<file path="config.mk">
export PLATFORM = sky130hd
export DESIGN_NAME = pc_predict_unit
export DESIGN_NICKNAME = d
export VERILOG_FILES = /design/src/rtl/pc_predict_unit_pkg.sv /design/src/rtl/pc_predict_unit_cond.sv /design/src/rtl/pc_predict_unit.sv
export SDC_FILE = /design/constraint.sdc
export NUM_CORES = 1
export LEC_CHECK = 0
export CAP_MARGIN = 20
export CORE_MARGIN = 5
export CORE_UTILIZATION = 40
export CTS_BUF_LIST = sky130_fd_sc_hd__clkbuf_2
export DETAILED_ROUTE_END_ITERATION = 10
export PLACE_DENSITY = 0.62
export SLEW_MARGIN = 5
export SYNTH_ARGS = -nofsm -noshare
export SYNTH_HDL_FRONTEND = slang
export SYNTH_HIERARCHICAL = 1
export SYNTH_SLANG_ARGS = --single-unit
</file>
<file path="constraint.sdc">
create_clock -name clk -period 6.2 [get_ports clk]
set_clock_uncertainty 0.2 [all_clocks]
set_input_delay 0.62 -clock clk [delete_from_list [all_inputs] [get_ports clk]]
set_output_delay 0.62 -clock clk [all_outputs]
set_load 0.05 [all_outputs]
</file>
<file path="src/rtl/pc_predict_unit_pkg.sv">
// Shared definitions for the fetch PC predictor: branch condition encodings,
// flag bit positions inside the {Z,V,N} vector, and 2-bit saturating counter
// states with helper functions.
package pc_predict_unit_pkg;

    // Branch condition codes
    localparam logic [2:0] CC_NE     = 3'b000;  // !Z
    localparam logic [2:0] CC_EQ     = 3'b001;  // Z
    localparam logic [2:0] CC_GT     = 3'b010;  // !Z & !N
    localparam logic [2:0] CC_LT     = 3'b011;  // N
    localparam logic [2:0] CC_GE     = 3'b100;  // Z | !N
    localparam logic [2:0] CC_LE     = 3'b101;  // Z | N
    localparam logic [2:0] CC_VS     = 3'b110;  // V
    localparam logic [2:0] CC_UNCOND = 3'b111;  // always

    // Bit positions in the flags vector {Z,V,N}
    localparam int FLAG_Z = 2;
    localparam int FLAG_V = 1;
    localparam int FLAG_N = 0;

    // Saturating direction counter; bit 1 is the taken prediction
    typedef enum logic [1:0] {
        SNT = 2'b00,
        WNT = 2'b01,
        WT  = 2'b10,
        ST  = 2'b11
    } ctr_e;

    function automatic logic [1:0] ctr_inc(input logic [1:0] c);
        return (c == ST) ? ST : c + 2'd1;
    endfunction

    function automatic logic [1:0] ctr_dec(input logic [1:0] c);
        return (c == SNT) ? SNT : c - 2'd1;
    endfunction

endpackage

</file>
<file path="src/rtl/pc_predict_unit_cond.sv">
// branch_cond_eval: combinational branch condition evaluation.
// Ports:
//   i_ccc   - 3-bit condition code
//   i_flags - {Z,V,N} flags from execute
//   o_taken - 1 when the condition holds
module branch_cond_eval
    import pc_predict_unit_pkg::*;
(
    input  logic [2:0] i_ccc,
    input  logic [2:0] i_flags,
    output logic       o_taken
);
    logic w_z, w_v, w_n;

    assign w_z = i_flags[FLAG_Z];
    assign w_v = i_flags[FLAG_V];
    assign w_n = i_flags[FLAG_N];

    always_comb begin
        o_taken = 1'b0;
        case (i_ccc)
            CC_NE:     o_taken = ~w_z;
            CC_EQ:     o_taken = w_z;
            CC_GT:     o_taken = ~w_z & ~w_n;
            CC_LT:     o_taken = w_n;
            CC_GE:     o_taken = w_z | ~w_n;
            CC_LE:     o_taken = w_z | w_n;
            CC_VS:     o_taken = w_v;
            CC_UNCOND: o_taken = 1'b1;
            default:   o_taken = 1'b0;
        endcase
    end
endmodule

</file>
<file path="src/rtl/pc_predict_unit.sv">
// pc_predict_unit: architectural fetch PC register with next-PC prediction
// from a direct-mapped BTB (2-bit saturating counters). Resolves B/BR
// branches from execute, trains the BTB, and redirects fetch on mispredict.
// Ports:
//   clk, rst          - clock, synchronous active-high reset
//   stall, halt       - hold PC for one cycle / freeze PC until reset
//   pc                - current fetch address
//   pred_taken        - BTB prediction for the instruction at pc
//   pred_target       - predicted next PC (pc+2 when not taken)
//   ex_*              - resolving branch from execute with its carried prediction
//   mispredict        - registered 1-cycle pulse, coincident with redirected pc
//   resolved_pc       - correct next PC of the EX branch (combinational)
module pc_predict_unit
    import pc_predict_unit_pkg::*;
#(
    parameter int              ADDR_W    = 16,
    parameter int              BTB_DEPTH = 8,
    parameter int              IMM_W     = 9,
    parameter logic [ADDR_W-1:0] RESET_PC = '0
) (
    input  logic              clk,
    input  logic              rst,
    input  logic              stall,
    input  logic              halt,
    output logic [ADDR_W-1:0] pc,
    output logic              pred_taken,
    output logic [ADDR_W-1:0] pred_target,
    input  logic              ex_valid,
    input  logic              ex_br,
    input  logic [ADDR_W-1:0] ex_pc,
    input  logic [2:0]        ex_ccc,
    input  logic [2:0]        ex_flags,
    input  logic [IMM_W-1:0]  ex_imm,
    input  logic [ADDR_W-1:0] ex_rs,
    input  logic              ex_pred_taken,
    input  logic [ADDR_W-1:0] ex_pred_target,
    output logic              mispredict,
    output logic [ADDR_W-1:0] resolved_pc
);
    localparam int IDX_W = $clog2(BTB_DEPTH);
    localparam int TAG_W = ADDR_W - IDX_W - 1;

    // BTB storage
    logic              r_valid  [BTB_DEPTH];
    logic [TAG_W-1:0]  r_tag    [BTB_DEPTH];
    logic [ADDR_W-1:0] r_target [BTB_DEPTH];
    logic [1:0]        r_ctr    [BTB_DEPTH];

    logic [ADDR_W-1:0] r_pc;
    logic              r_halted;
    logic              r_mispredict;

    // ---------------- fetch-side lookup ----------------
    logic [IDX_W-1:0]  w_idx;
    logic [TAG_W-1:0]  w_tag;
    logic              w_hit;
    logic [ADDR_W-1:0] w_pc_seq;

    assign w_idx    = r_pc[IDX_W:1];
    assign w_tag    = r_pc[ADDR_W-1:IDX_W+1];
    assign w_hit    = r_valid[w_idx] && (r_tag[w_idx] == w_tag);
    assign w_pc_seq = r_pc + ADDR_W'(2);

    assign pc          = r_pc;
    assign pred_taken  = w_hit & r_ctr[w_idx][1];
    assign pred_target = pred_taken ? r_target[w_idx] : w_pc_seq;

    // ---------------- execute-side resolution ----------------
    logic              w_taken;
    logic [IDX_W-1:0]  w_ex_idx;
    logic [TAG_W-1:0]  w_ex_tag;
    logic              w_ex_hit;
    logic [ADDR_W-1:0] w_ex_seq;
    logic [ADDR_W-1:0] w_imm_ext;
    logic [ADDR_W-1:0] w_ex_btgt;
    logic [ADDR_W-1:0] w_actual;
    logic              w_mispredict;
    logic              w_unused_pred_taken;

    branch_cond_eval u_cond (
        .i_ccc   (ex_ccc),
        .i_flags (ex_flags),
        .o_taken (w_taken)
    );

    assign w_ex_idx  = ex_pc[IDX_W:1];
    assign w_ex_tag  = ex_pc[ADDR_W-1:IDX_W+1];
    assign w_ex_hit  = r_valid[w_ex_idx] && (r_tag[w_ex_idx] == w_ex_tag);
    assign w_imm_ext = {{(ADDR_W-IMM_W){ex_imm[IMM_W-1]}}, ex_imm};
    assign w_ex_seq  = ex_pc + ADDR_W'(2);
    assign w_ex_btgt = w_ex_seq + (w_imm_ext << 1);
    assign w_actual  = w_taken ? (ex_br ? ex_rs : w_ex_btgt) : w_ex_seq;

    // Comparing the full predicted next PC catches both a wrong direction
    // and a right direction with a stale target.
    assign w_mispredict = ex_valid & (ex_pred_target != w_actual);

    assign resolved_pc = w_actual;
    assign mispredict  = r_mispredict;

    // The carried direction bit is implied by the carried target.
    assign w_unused_pred_taken = ex_pred_taken;

    // ---------------- PC register ----------------
    always_ff @(posedge clk) begin
        if (rst) begin
            r_pc         <= RESET_PC;
            r_halted     <= 1'b0;
            r_mispredict <= 1'b0;
        end else begin
            r_mispredict <= w_mispredict;
            r_halted     <= r_halted | halt;
            if (w_mispredict)
                r_pc <= w_actual;
            else if (stall | halt | r_halted)
                r_pc <= r_pc;
            else
                r_pc <= pred_target;
        end
    end

    // ---------------- BTB training ----------------
    // Written at the edge, so a lookup of the same index in the same cycle
    // still sees the old entry.
    always_ff @(posedge clk) begin
        if (rst) begin
            for (int i = 0; i < BTB_DEPTH; i++) begin
                r_valid[i] <= 1'b0;
                r_ctr[i]   <= WNT;
            end
        end else if (ex_valid) begin
            if (w_taken) begin
                r_valid[w_ex_idx]  <= 1'b1;
                r_tag[w_ex_idx]    <= w_ex_tag;
                r_target[w_ex_idx] <= w_actual;
                r_ctr[w_ex_idx]    <= w_ex_hit ? ctr_inc(r_ctr[w_ex_idx]) : WT;
            end else if (w_ex_hit) begin
                r_ctr[w_ex_idx]    <= ctr_dec(r_ctr[w_ex_idx]);
            end
        end
    end

endmodule

</file>
### Yosys cells after proc, flatten, opt, wreduce, memory -nomap -nowiden

Memories as Yosys holds them, arrays and structs flattened. A register that Yosys moved wholly into a read port is not among the register bits.
Index checks and enable logic that the tools add are counted.

| storage, ports and cells | value |
|---|---|
| register bits | 18 |
| RAM bits | 248 |
| input port bits | 70 |
| output and inout port bits | 50 |
| word-level logic and storage cells | 76 |
| memories | 4 |

| cells by class | value |
|---|---|
| $add $sub $neg | 5 |
| equality and inequality tests | 12 |
| multiplexer cells | 35 |
| bitwise operators | 11 |
| reductions and logical operators | 6 |

Memories:

| name | depth | bits a word | rd ports | clocked after Yosys merged registers in | wr ports | line | source |
|---|---|---|---|---|---|---|---|
| r_target | 8 | 16 | 1 | 1 | 1 | pc_predict_unit.sv:46 | `logic [ADDR_W-1:0] r_target [BTB_DEPTH];` |
| r_tag | 8 | 12 | 2 | 1 | 1 | pc_predict_unit.sv:45 | `logic [TAG_W-1:0] r_tag [BTB_DEPTH];` |
| r_ctr | 8 | 2 | 2 | 1 | 8 | pc_predict_unit.sv:47 | `logic [1:0] r_ctr [BTB_DEPTH];` |
| r_valid | 8 | 1 | 2 | 1 | 8 | pc_predict_unit.sv:44 | `logic r_valid [BTB_DEPTH];` |

Operators by type and width:

| cell | count |
|---|---|
| two-way mux 16 bit | 5 |
| adder 16 x 2 -> 16 bit, second input constant | 2 |
| two-way mux 3 bit | 10 |
| equality test 12 bit | 2 |
| adder 16 bit | 1 |
| inequality test 16 bit | 1 |
| two-way mux 1 bit | 14 |
| equality test 3 bit, second input constant | 4 |
| two-way mux 2 bit | 5 |
| case mux 1 bit (8 select lines) | 1 |
| equality test 3 x 2 -> 1 bit, second input constant | 2 |
| bitwise OR 1 bit | 6 |
| AND 1 bit | 3 |
| equality test 3 x 1 -> 1 bit, second input constant | 1 |
| zero test 3 bit | 1 |
| adder 2 x 1 -> 2 bit, second input constant | 1 |
| equality test 2 bit, second input constant | 1 |
| logical AND 1 bit | 2 |
| zero test 2 bit | 1 |
| inequality test 2 bit, second input constant | 1 |
| NOT 1 bit | 2 |
| OR reduction 2 bit | 1 |
| subtractor 2 x 1 -> 2 bit, second input constant | 1 |
| OR reduction 1 bit | 1 |

### Logic depth before layout (Yosys ltp)

Gate-level depths: netlist of run 1.
An unclocked memory read counts as a cell.

| logic depth | value |
|---|---|
| depth after elaboration | 11 |
| gate-level depth with buffers | 17 |
| gate-level depth less buffers | 14 |

### By module

Netlist of run 1, hierarchy kept.

By module, submodules not included:

| module | times used | cells an instance | area an instance (um^2) | sequential area each (um^2) |
|---|---|---|---|---|
| pc_predict_unit | 1 | 1098 | 14360.0 | 7787.5 |
| branch_cond_eval | 1 | 11 | 76.3 | 0.0 |

### Least setup slack after synthesis of run 1

OpenSTA, ideal clock, no wires.

| path | value |
|---|---|
| kind | input -> register |
| start | input ex_ccc[2] |
| end | memory r_tag[6][0] in the netlist's numbering, enable pin |
| setup time | 450 ps |
| arrival | 3898 ps |
| data required time | 5550 ps |
| slack | 1651 ps |
| stages on the path | 9 |
| path buffers | 3 |
| cells stage by stage | nor2b_2 > mux2i_1 > o31a_1 > o21a_1 > buf_2 > clkbuf_1 > nand3_1 > clkbuf_1 > nor3_1 |

| between the ends | value |
|---|---|
| cells in the longest elaborated chain, start to end | 6 |
| elaborated cells on any way between the ends | 13 |
| classes of those cells | eq/ne (7); mux (5); reduce/logical (1) |

RTL lines:

| what | line | source |
|---|---|---|
| from (decl) | pc_predict_unit.sv:31 | `input logic [2:0] ex_ccc,` |
| equality test 3 bit (tied with other cells) | pc_predict_unit_cond.sv:21 | `case (i_ccc)` |
| case mux 1 bit (8 select lines) (*) | pc_predict_unit_cond.sv:21 |  |
| named net w_taken | pc_predict_unit.sv:69 | `logic w_taken;` |
| two-way mux 1 bit (*) | pc_predict_unit.sv:132 | `if (w_taken) begin` |
| two-way mux 1 bit (*) | pc_predict_unit.sv:131 | `end else if (ex_valid) begin` |
| two-way mux 1 bit (*) | pc_predict_unit.sv:126 | `if (rst) begin` |
| two-way mux 1 bit (not written as such) (*) | pc_predict_unit.sv:134 | `r_tag[w_ex_idx] <= w_ex_tag;` |
| to (decl) | pc_predict_unit.sv:45 |  |

The timed path passes the listed nets; every way through them passes the cells marked *.

==> results of run 1 <==
tightest hold or removal path: stages:
cell and delay (ps):
sky130_fd_sc_hd__clkdlybuf4s50_1 410, sky130_fd_sc_hd__nor2_1 110, sky130_fd_sc_hd__nor2_1 40
power breakdown:
part           internal (W)  switching (W)  total [W]
Sequential          0.00205      0.0000735    0.00213
Clock              0.000503       0.000738    0.00124
Combinational      0.000414       0.000615    0.00103
through the flow:
stage          std cells  utilization [%]  worst slack, ps
2_1_floorplan       1109                -             1651
3_3_place_gp        1660            46.14            615.0
3_5_place_dp        1660            46.14            529.9
4_1_cts             1787            47.99            306.4
5_1_grt             1788            48.00            165.7
6_report            1788            48.00            420.6
flip-flops by register name (all words and copies together) (netlist names), named ones only:
signal and count:
pc 16, r_halted 1, r_valid 8, mispredict 1, r_tag 96, r_ctr 16, r_target 128
Yosys cell counts (17+ instances only):
| master | instances | area share (%) |
|---|---|---|
| sky130_fd_sc_hd__ha_1 | 19 | 1.6 |
| sky130_fd_sc_hd__clkbuf_1 | 24 | 0.62 |
| sky130_fd_sc_hd__nor3_1 | 19 | 0.66 |
| sky130_fd_sc_hd__buf_2 | 32 | 1.1 |
| sky130_fd_sc_hd__inv_1 | 42 | 1.1 |
| sky130_fd_sc_hd__a21oi_1 | 41 | 1.4 |
| sky130_fd_sc_hd__xor2_1 | 23 | 1.4 |
| sky130_fd_sc_hd__mux4_2 | 64 | 10 |
| sky130_fd_sc_hd__dfxtp_1 | 29 | 4.0 |
| sky130_fd_sc_hd__xnor2_1 | 42 | 2.5 |
| sky130_fd_sc_hd__nand2_1 | 71 | 1.8 |
| sky130_fd_sc_hd__nor2_1 | 72 | 1.9 |
| sky130_fd_sc_hd__edfxtp_1 | 240 | 50 |
| sky130_fd_sc_hd__nand3_1 | 27 | 0.94 |
| sky130_fd_sc_hd__o22ai_1 | 17 | 0.74 |
| sky130_fd_sc_hd__mux2i_1 | 66 | 4.6 |
final timing paths:
kind | startpoint | endpoint | slack, ps | depth (start not counted)
max reg2reg | flip-flop | pc[2]$_SDFFE_PP0P_ | 2230 | 11
max | flip-flop | pred_target[11] | 420 | 10
min | halt | r_halted$_SDFF_PP0_ | 120 | 3
min reg2reg | r_halted$_SDFF_PP0_ | r_halted$_SDFF_PP0_ | 260 | 2
area by class of cell:
cell class                 instances  area share [%]
tap                              461           3.378
antenna                            1         0.01466
multi-input combinational        727           36.45
inverter                          45          0.9893
clock inverter                    33           1.107
clock buffer                      94           2.755
timing repair buffer             158           9.658
sequential                       269           45.65
cell families (layout without fill, tap and decap cells):
family	Yosys count	count (layout)	share of synthesized area, %
compound gates	204	204	10.11
flops	269	269	53.94
fa+ha+maj	20	20	1.785
mux	164	164	17.29
other cells	0	1	0
xor+xnor	66	66	4.099
buf+inv	113	330	3.397
simple gates	273	273	9.378
routing by layer:
| metal | vias to the layer above | GRT usage (%) | share of wire [%] |
|---|---|---|---|
| li1 | 4707 | - | - |
| met1 | 5202 | 29.09 | 42 |
| met2 | 491 | 34.48 | 47 |
| met3 | 86 | 4.397 | 8.1 |
| met4 | 0 | 7.472 | 2.8 |
| met5 | - | 0 | 0 |
==> run_summary.xml, run 1 <==
<?xml version="1.0" encoding="UTF-8"?>
<metrics>
  <group name="global_route">
    <metric name="global_route_wire_length_before_repair" unit="µm">64110</metric>
    <metric name="antenna_found_initial" unit="">1</metric>
    <metric name="first_global_vias" unit="">10610</metric>
    <metric name="global_route.overflow_total" unit="">0</metric>
    <metric name="maximum_number_of_pins_on_one_net_before_global_route_repair" unit="">47</metric>
    <metric name="grt_use_total" unit="%">21.40</metric>
  </group>
  <group name="cts">
    <metric name="setup_fix_buffers_added_after_clock_tree_synthesis" unit="">0</metric>
    <metric name="ctsResizeCount" unit="">0</metric>
    <metric name="cts.clk_slew.worst_paths" unit="ps">100</metric>
    <metric name="cts_tree" unit="">yes</metric>
    <metric name="cts_max_level" unit="">3</metric>
    <metric name="clkLatencyLatePin" unit="ps">920</metric>
    <metric name="ctsHoldBuffers" unit="">0</metric>
    <metric name="cts_root_buf" unit="">sky130_fd_sc_hd__clkbuf_2</metric>
    <metric name="clock_sinks" unit="">269</metric>
    <metric name="tritoncts.num_buffers" unit="">70</metric>
    <metric name="clock_tree.buffer_depth" unit="">3</metric>
  </group>
  <group name="sta">
    <metric name="worst_slew_margin_relative_to_its_limit" unit="%">27.92</metric>
    <metric name="final.min_clock_period" unit="ps">5779</metric>
    <metric name="max_slew.worst_pin.slew" unit="ps">1070</metric>
    <metric name="fmax" unit="MHz">173.0</metric>
    <metric name="setup_viol_count_final" unit="">0</metric>
    <metric name="rsz0062_at_grt" unit="">false</metric>
    <metric name="finalHoldViolCount" unit="">0</metric>
    <metric name="fin_tns_setup" unit="ps">0</metric>
    <metric name="fin_crit_sh" unit="%">93.22</metric>
    <metric name="finalMaxSlewViolations" unit="">0</metric>
    <metric name="fin_hold_ws" unit="ps">115.5</metric>
  </group>
  <group name="final_layout">
    <metric name="final_net_count" unit="">1361</metric>
    <metric name="layout_common_cells" unit="">sky130_fd_sc_hd__edfxtp_1, sky130_fd_sc_hd__clkdlybuf4s50_1, sky130_fd_sc_hd__clkbuf_2</metric>
    <metric name="areaGrowthSynthToFinish" unit="%">18.27</metric>
    <metric name="multiInputGateArea" unit="µm²">6223</metric>
    <metric name="layout.cells.most_common" unit="">sky130_fd_sc_hd__edfxtp_1</metric>
    <metric name="layout.filler_cells" unit="">3214</metric>
    <metric name="area.sequential" unit="µm²">7794</metric>
    <metric name="post-route-cell-area" unit="µm²">17070</metric>
    <metric name="final_layout_size_suffix_gt1_share" unit="%">20.06</metric>
  </group>
  <group name="routing">
    <metric name="route.final.wire_length" unit="µm">42960</metric>
    <metric name="postRouteAntennaNets" unit="">0</metric>
    <metric name="routed_wire_length_per_instance" unit="µm">24.03</metric>
    <metric name="num_vias" unit="">10490</metric>
    <metric name="avgViaCountPerCell" unit="">5.865</metric>
    <metric name="drc" unit="">0</metric>
    <metric name="drt_pass1_iterations" unit="">5</metric>
    <metric name="iteration_0_drc_count_of_the_detailed_router" unit="">911</metric>
  </group>
  <group name="logic_synthesis">
    <metric name="number_of_enable_flip_flop_cells_after_synthesis" unit="">240</metric>
    <metric name="synth_area" unit="µm²">14440</metric>
    <metric name="syn_area_per_cell" unit="µm²">13.02</metric>
    <metric name="post_synth_num_cell_types" unit="">84</metric>
    <metric name="synthesis.instances" unit="">1109</metric>
    <metric name="synth_sequential_area_ratio" unit="%">53.94</metric>
    <metric name="dominantRegCellSynth" unit="">sky130_fd_sc_hd__edfxtp_1</metric>
    <metric name="ys_warn_count" unit="">6</metric>
    <metric name="synth_fp_nets" unit="">1199</metric>
    <metric name="ys_async_sr_fraction" unit="%">0</metric>
    <metric name="yosys_register_bits" unit="">269</metric>
  </group>
  <group name="critical_path">
    <metric name="crit_family" unit="">buffers and inverters</metric>
    <metric name="critical_path_peak_fanout" unit="">46</metric>
    <metric name="critical_path_arrival" unit="ps">4960</metric>
    <metric name="max_stage_delay" unit="ps">860</metric>
    <metric name="critPathCaptureType" unit="">output port</metric>
    <metric name="crit_buf_inv" unit="">3</metric>
    <metric name="crit_path_max_delay_cell_type" unit="">sky130_fd_sc_hd__clkdlybuf4s50_1</metric>
    <metric name="worst_ep_required_time" unit="ps">5380</metric>
    <metric name="path_class" unit="">reg2out</metric>
    <metric name="worst_path_most_repeated_cell" unit="">sky130_fd_sc_hd__buf_4</metric>
    <metric name="worstPathCellList" unit="">buf_4, mux4_2, mux2i_1, xnor2_1, nor4_1, nand4_1, buf_4, nor2_1, a21oi_1, clkdlybuf4s50_1</metric>
    <metric name="startpoint_type" unit="">flip-flop</metric>
  </group>
  <group name="flow_run">
    <metric name="max_cap_violations" unit="">0</metric>
  </group>
  <group name="placement">
    <metric name="dpl_cell_area" unit="µm²">16410</metric>
    <metric name="buffers_on_ports" unit="">118</metric>
    <metric name="detailed_place_hpwl" unit="µm">30040</metric>
    <metric name="gp_congestion" unit="">0.9566</metric>
  </group>
  <group name="die">
    <metric name="floorplan.rows" unit="">69</metric>
    <metric name="die_area" unit="µm²">39990</metric>
    <metric name="floorplan.die.width" unit="µm">200.0</metric>
    <metric name="start_util" unit="%">40.59</metric>
    <metric name="core" unit="µm²">35570</metric>
    <metric name="dieHeight" unit="µm">200.0</metric>
    <metric name="ios" unit="">120</metric>
  </group>
  <group name="pwr">
    <metric name="power_per_cell_area" unit="nW/µm²">257.5</metric>
    <metric name="power.static_leakage" unit="nW">6.011</metric>
    <metric name="worst_ir_drop_vdd" unit="mV">0.1133</metric>
    <metric name="fin_total_pwr" unit="W">0.004396</metric>
  </group>
  <group name="min_path">
    <metric name="hp-class" unit="">in2reg</metric>
  </group>
  <group name="outcome">
    <metric name="status" unit="">finished, final reports clean</metric>
  </group>
</metrics>
No activity file was read; power rests on OpenSTA's default activity.
==> run 2, diff against run 1 <==
--- a/config.mk
+++ b/config.mk
@@ -6,11 +6,13 @@
 export NUM_CORES = 1
 export LEC_CHECK = 0
 export CAP_MARGIN = 20
+export CELL_PAD_IN_SITES_DETAIL_PLACEMENT = 1
+export CELL_PAD_IN_SITES_GLOBAL_PLACEMENT = 1
 export CORE_MARGIN = 5
 export CORE_UTILIZATION = 40
 export CTS_BUF_LIST = sky130_fd_sc_hd__clkbuf_2
 export DETAILED_ROUTE_END_ITERATION = 10
-export PLACE_DENSITY = 0.62
+export PLACE_DENSITY = 0.72
 export SLEW_MARGIN = 5
 export SYNTH_ARGS = -nofsm -noshare
 export SYNTH_HDL_FRONTEND = slang
==> run 2 against run 1 <==
Effect of this change:
- via count grew 0.79%
- count of clock-buffer cells in the layout is the same
- die area unchanged
- critical path depth fell by 1
- utilization shrank 0.15 points
- clock power about the same
- fmax decreased by 1.7%
- combinational power barely moved
- cell area shrank 0.31%
- sequential power barely moved
- largest power group unchanged
==> run_summary.xml, run 2 (synthesized netlist as in run 1, its figures left out) <==
<?xml version="1.0" encoding="UTF-8"?>
<metrics>
  <group name="outcome">
    <metric name="status" unit="">finished, final reports clean</metric>
  </group>
  <group name="global_route">
    <metric name="first_global_vias" unit="">11370</metric>
    <metric name="global_route.overflow_total" unit="">0</metric>
    <metric name="global_route_wire_length_before_repair" unit="µm">69130</metric>
    <metric name="antenna_found_initial" unit="">2</metric>
    <metric name="maximum_number_of_pins_on_one_net_before_global_route_repair" unit="">47</metric>
    <metric name="grt_use_total" unit="%">22.94</metric>
  </group>
  <group name="final_layout">
    <metric name="reg_top3" unit="">r_target: 128 flops, r_tag: 96 flops</metric>
    <metric name="registers.top_by_ff_count" unit="">r_target</metric>
    <metric name="layout.cells.most_common" unit="">sky130_fd_sc_hd__edfxtp_1</metric>
    <metric name="final_net_count" unit="">1368</metric>
    <metric name="final_layout_size_suffix_gt1_share" unit="%">20.56</metric>
    <metric name="areaGrowthSynthToFinish" unit="%">17.91</metric>
    <metric name="largest_register_ff_count" unit="">128</metric>
    <metric name="layout_common_cells" unit="">sky130_fd_sc_hd__edfxtp_1, sky130_fd_sc_hd__clkdlybuf4s50_1, sky130_fd_sc_hd__clkbuf_2</metric>
  </group>
  <group name="cts">
    <metric name="ctsHoldBuffers" unit="">0</metric>
    <metric name="ctsResizeCount" unit="">0</metric>
    <metric name="setup_fix_buffers_added_after_clock_tree_synthesis" unit="">0</metric>
    <metric name="cts_root_buf" unit="">sky130_fd_sc_hd__clkbuf_2</metric>
    <metric name="clock_tree.buffer_depth" unit="">3</metric>
    <metric name="clock_sinks" unit="">269</metric>
    <metric name="tritoncts.num_buffers" unit="">68</metric>
    <metric name="clkLatencyLatePin" unit="ps">900</metric>
    <metric name="cts_max_level" unit="">3</metric>
    <metric name="cts_tree" unit="">yes</metric>
    <metric name="cts.clk_slew.worst_paths" unit="ps">120</metric>
  </group>
  <group name="die">
    <metric name="floorplan.die.width" unit="µm">200.0</metric>
    <metric name="start_util" unit="%">40.59</metric>
    <metric name="core" unit="µm²">35570</metric>
    <metric name="floorplan.rows" unit="">69</metric>
    <metric name="die_area" unit="µm²">39990</metric>
    <metric name="dieHeight" unit="µm">200.0</metric>
    <metric name="ios" unit="">120</metric>
  </group>
  <group name="routing">
    <metric name="drc" unit="">0</metric>
    <metric name="iteration_0_drc_count_of_the_detailed_router" unit="">841</metric>
    <metric name="top_signal_layer_used" unit="">met4</metric>
    <metric name="routed_wire_length_per_instance" unit="µm">25.53</metric>
    <metric name="avgViaCountPerCell" unit="">5.911</metric>
    <metric name="drt-met1-wl" unit="µm">18740</metric>
    <metric name="route.final.wire_length" unit="µm">45650</metric>
    <metric name="routed_met3_length" unit="µm">2803</metric>
    <metric name="postRouteAntennaNets" unit="">0</metric>
    <metric name="met2_wirelength" unit="µm">22770</metric>
    <metric name="drt_pass1_iterations" unit="">7</metric>
    <metric name="num_vias" unit="">10570</metric>
  </group>
  <group name="flow_run">
    <metric name="max_cap_violations" unit="">0</metric>
  </group>
  <group name="critical_path">
    <metric name="worst_ep_required_time" unit="ps">5380</metric>
    <metric name="critPathCaptureType" unit="">output port</metric>
    <metric name="path_class" unit="">reg2out</metric>
    <metric name="startpoint_type" unit="">flip-flop</metric>
    <metric name="critical_path_arrival" unit="ps">5060</metric>
    <metric name="max_stage_delay" unit="ps">910</metric>
    <metric name="critical_path_peak_fanout" unit="">26</metric>
    <metric name="worst_path_most_repeated_cell" unit="">sky130_fd_sc_hd__mux2i_1</metric>
    <metric name="crit_path_max_delay_cell_type" unit="">sky130_fd_sc_hd__dfxtp_2</metric>
    <metric name="worstPathCellList" unit="">mux4_2, mux2i_1, xnor2_1, nor4_1, nand4_1, buf_4, clkinv_1, mux2i_1, clkdlybuf4s50_1</metric>
  </group>
  <group name="min_path">
    <metric name="hp-class" unit="">in2reg</metric>
  </group>
  <group name="sta">
    <metric name="final.min_clock_period" unit="ps">5878</metric>
    <metric name="finalMaxSlewViolations" unit="">0</metric>
    <metric name="fin_tns_setup" unit="ps">0</metric>
    <metric name="max_slew.worst_pin.slew" unit="ps">1097</metric>
    <metric name="rsz0062_at_grt" unit="">false</metric>
    <metric name="fmax" unit="MHz">170.1</metric>
    <metric name="finalHoldViolCount" unit="">0</metric>
    <metric name="fin_crit_sh" unit="%">94.80</metric>
    <metric name="fin_hold_ws" unit="ps">142.7</metric>
    <metric name="worst_slew_margin_relative_to_its_limit" unit="%">26.64</metric>
    <metric name="final_critical_path_setup_slack" unit="ps">322.3</metric>
    <metric name="setup_viol_count_final" unit="">0</metric>
  </group>
  <group name="placement">
    <metric name="buffers_on_ports" unit="">118</metric>
    <metric name="gp_congestion" unit="">0.8913</metric>
    <metric name="detailed_place_hpwl" unit="µm">32160</metric>
    <metric name="dpl_worst_slack" unit="ps">434.0</metric>
  </group>
  <group name="pwr">
    <metric name="worst_ir_drop_vdd" unit="mV">0.1329</metric>
    <metric name="power_per_cell_area" unit="nW/µm²">257.0</metric>
    <metric name="power.static_leakage" unit="nW">6.018</metric>
  </group>
</metrics>
-- run 2: layout make-up --
cell class	instances	area, µm²
Antenna cell	4	10.01
Clock inverter	21	133.9
Sequential cell	269	7794
Multi-Input combinational cell	727	6223
Fill cell	3726	18550
Timing Repair Buffer	167	1644
Tap cell	461	576.8
Clock buffer	94	470.5
Inverter	45	168.9
-- run 2: per-stage QoR --
step | instances | total power, W | area (µm²) | util [%]
4_1_cts | 1784 | 0.004412 | 17010 | 47.83
2_1_floorplan | 1109 | 0.002784 | 14440 | -
3_5_place_dp | 1669 | 0.003209 | 16410 | 46.13
5_1_grt | 1787 | 0.004586 | 17020 | 47.85
6_report | 1788 | 0.004374 | 17020 | 47.85
3_3_place_gp | 1669 | 0.003186 | 16410 | 46.13
-- run 2: critical path: cells and delay by family, from the launching register on --
kind / cells / cell delay [ps]
xor+xnor: 1 / 120
buf+inv: 3 / 1350
flops: 1 / 910
mux: 3 / 1080
simple gates: 2 / 690
-- run 2: metal layers --
layer / track usage, % / vias to the layer above
met1: 29.51 / 5403
met4: 8.176 / 0
met3: 3.961 / 74
met5: 0 / -
met2: 39.31 / 400
li1: - / 4692
-- run 2: final timing paths --
kind	start	to	slack (ps)	cells past startpoint
worst max-delay path	flip-flop	pred_target[14]	320	9
worst min-delay path	ex_pc[1]	r_ctr[7][1]$_SDFFCE_PN0P_	140	3
worst max register to register	flip-flop	flip-flop	2120	10
worst min register to register	r_halted$_SDFF_PP0_	r_halted$_SDFF_PP0_	280	2
-- run 2: where the power goes --
part	switching, W	internal (W)
clock	0.000717	0.000489
combinational	0.000623	0.000415
sequential	0.0000757	0.00205
total	0.00142	0.00296
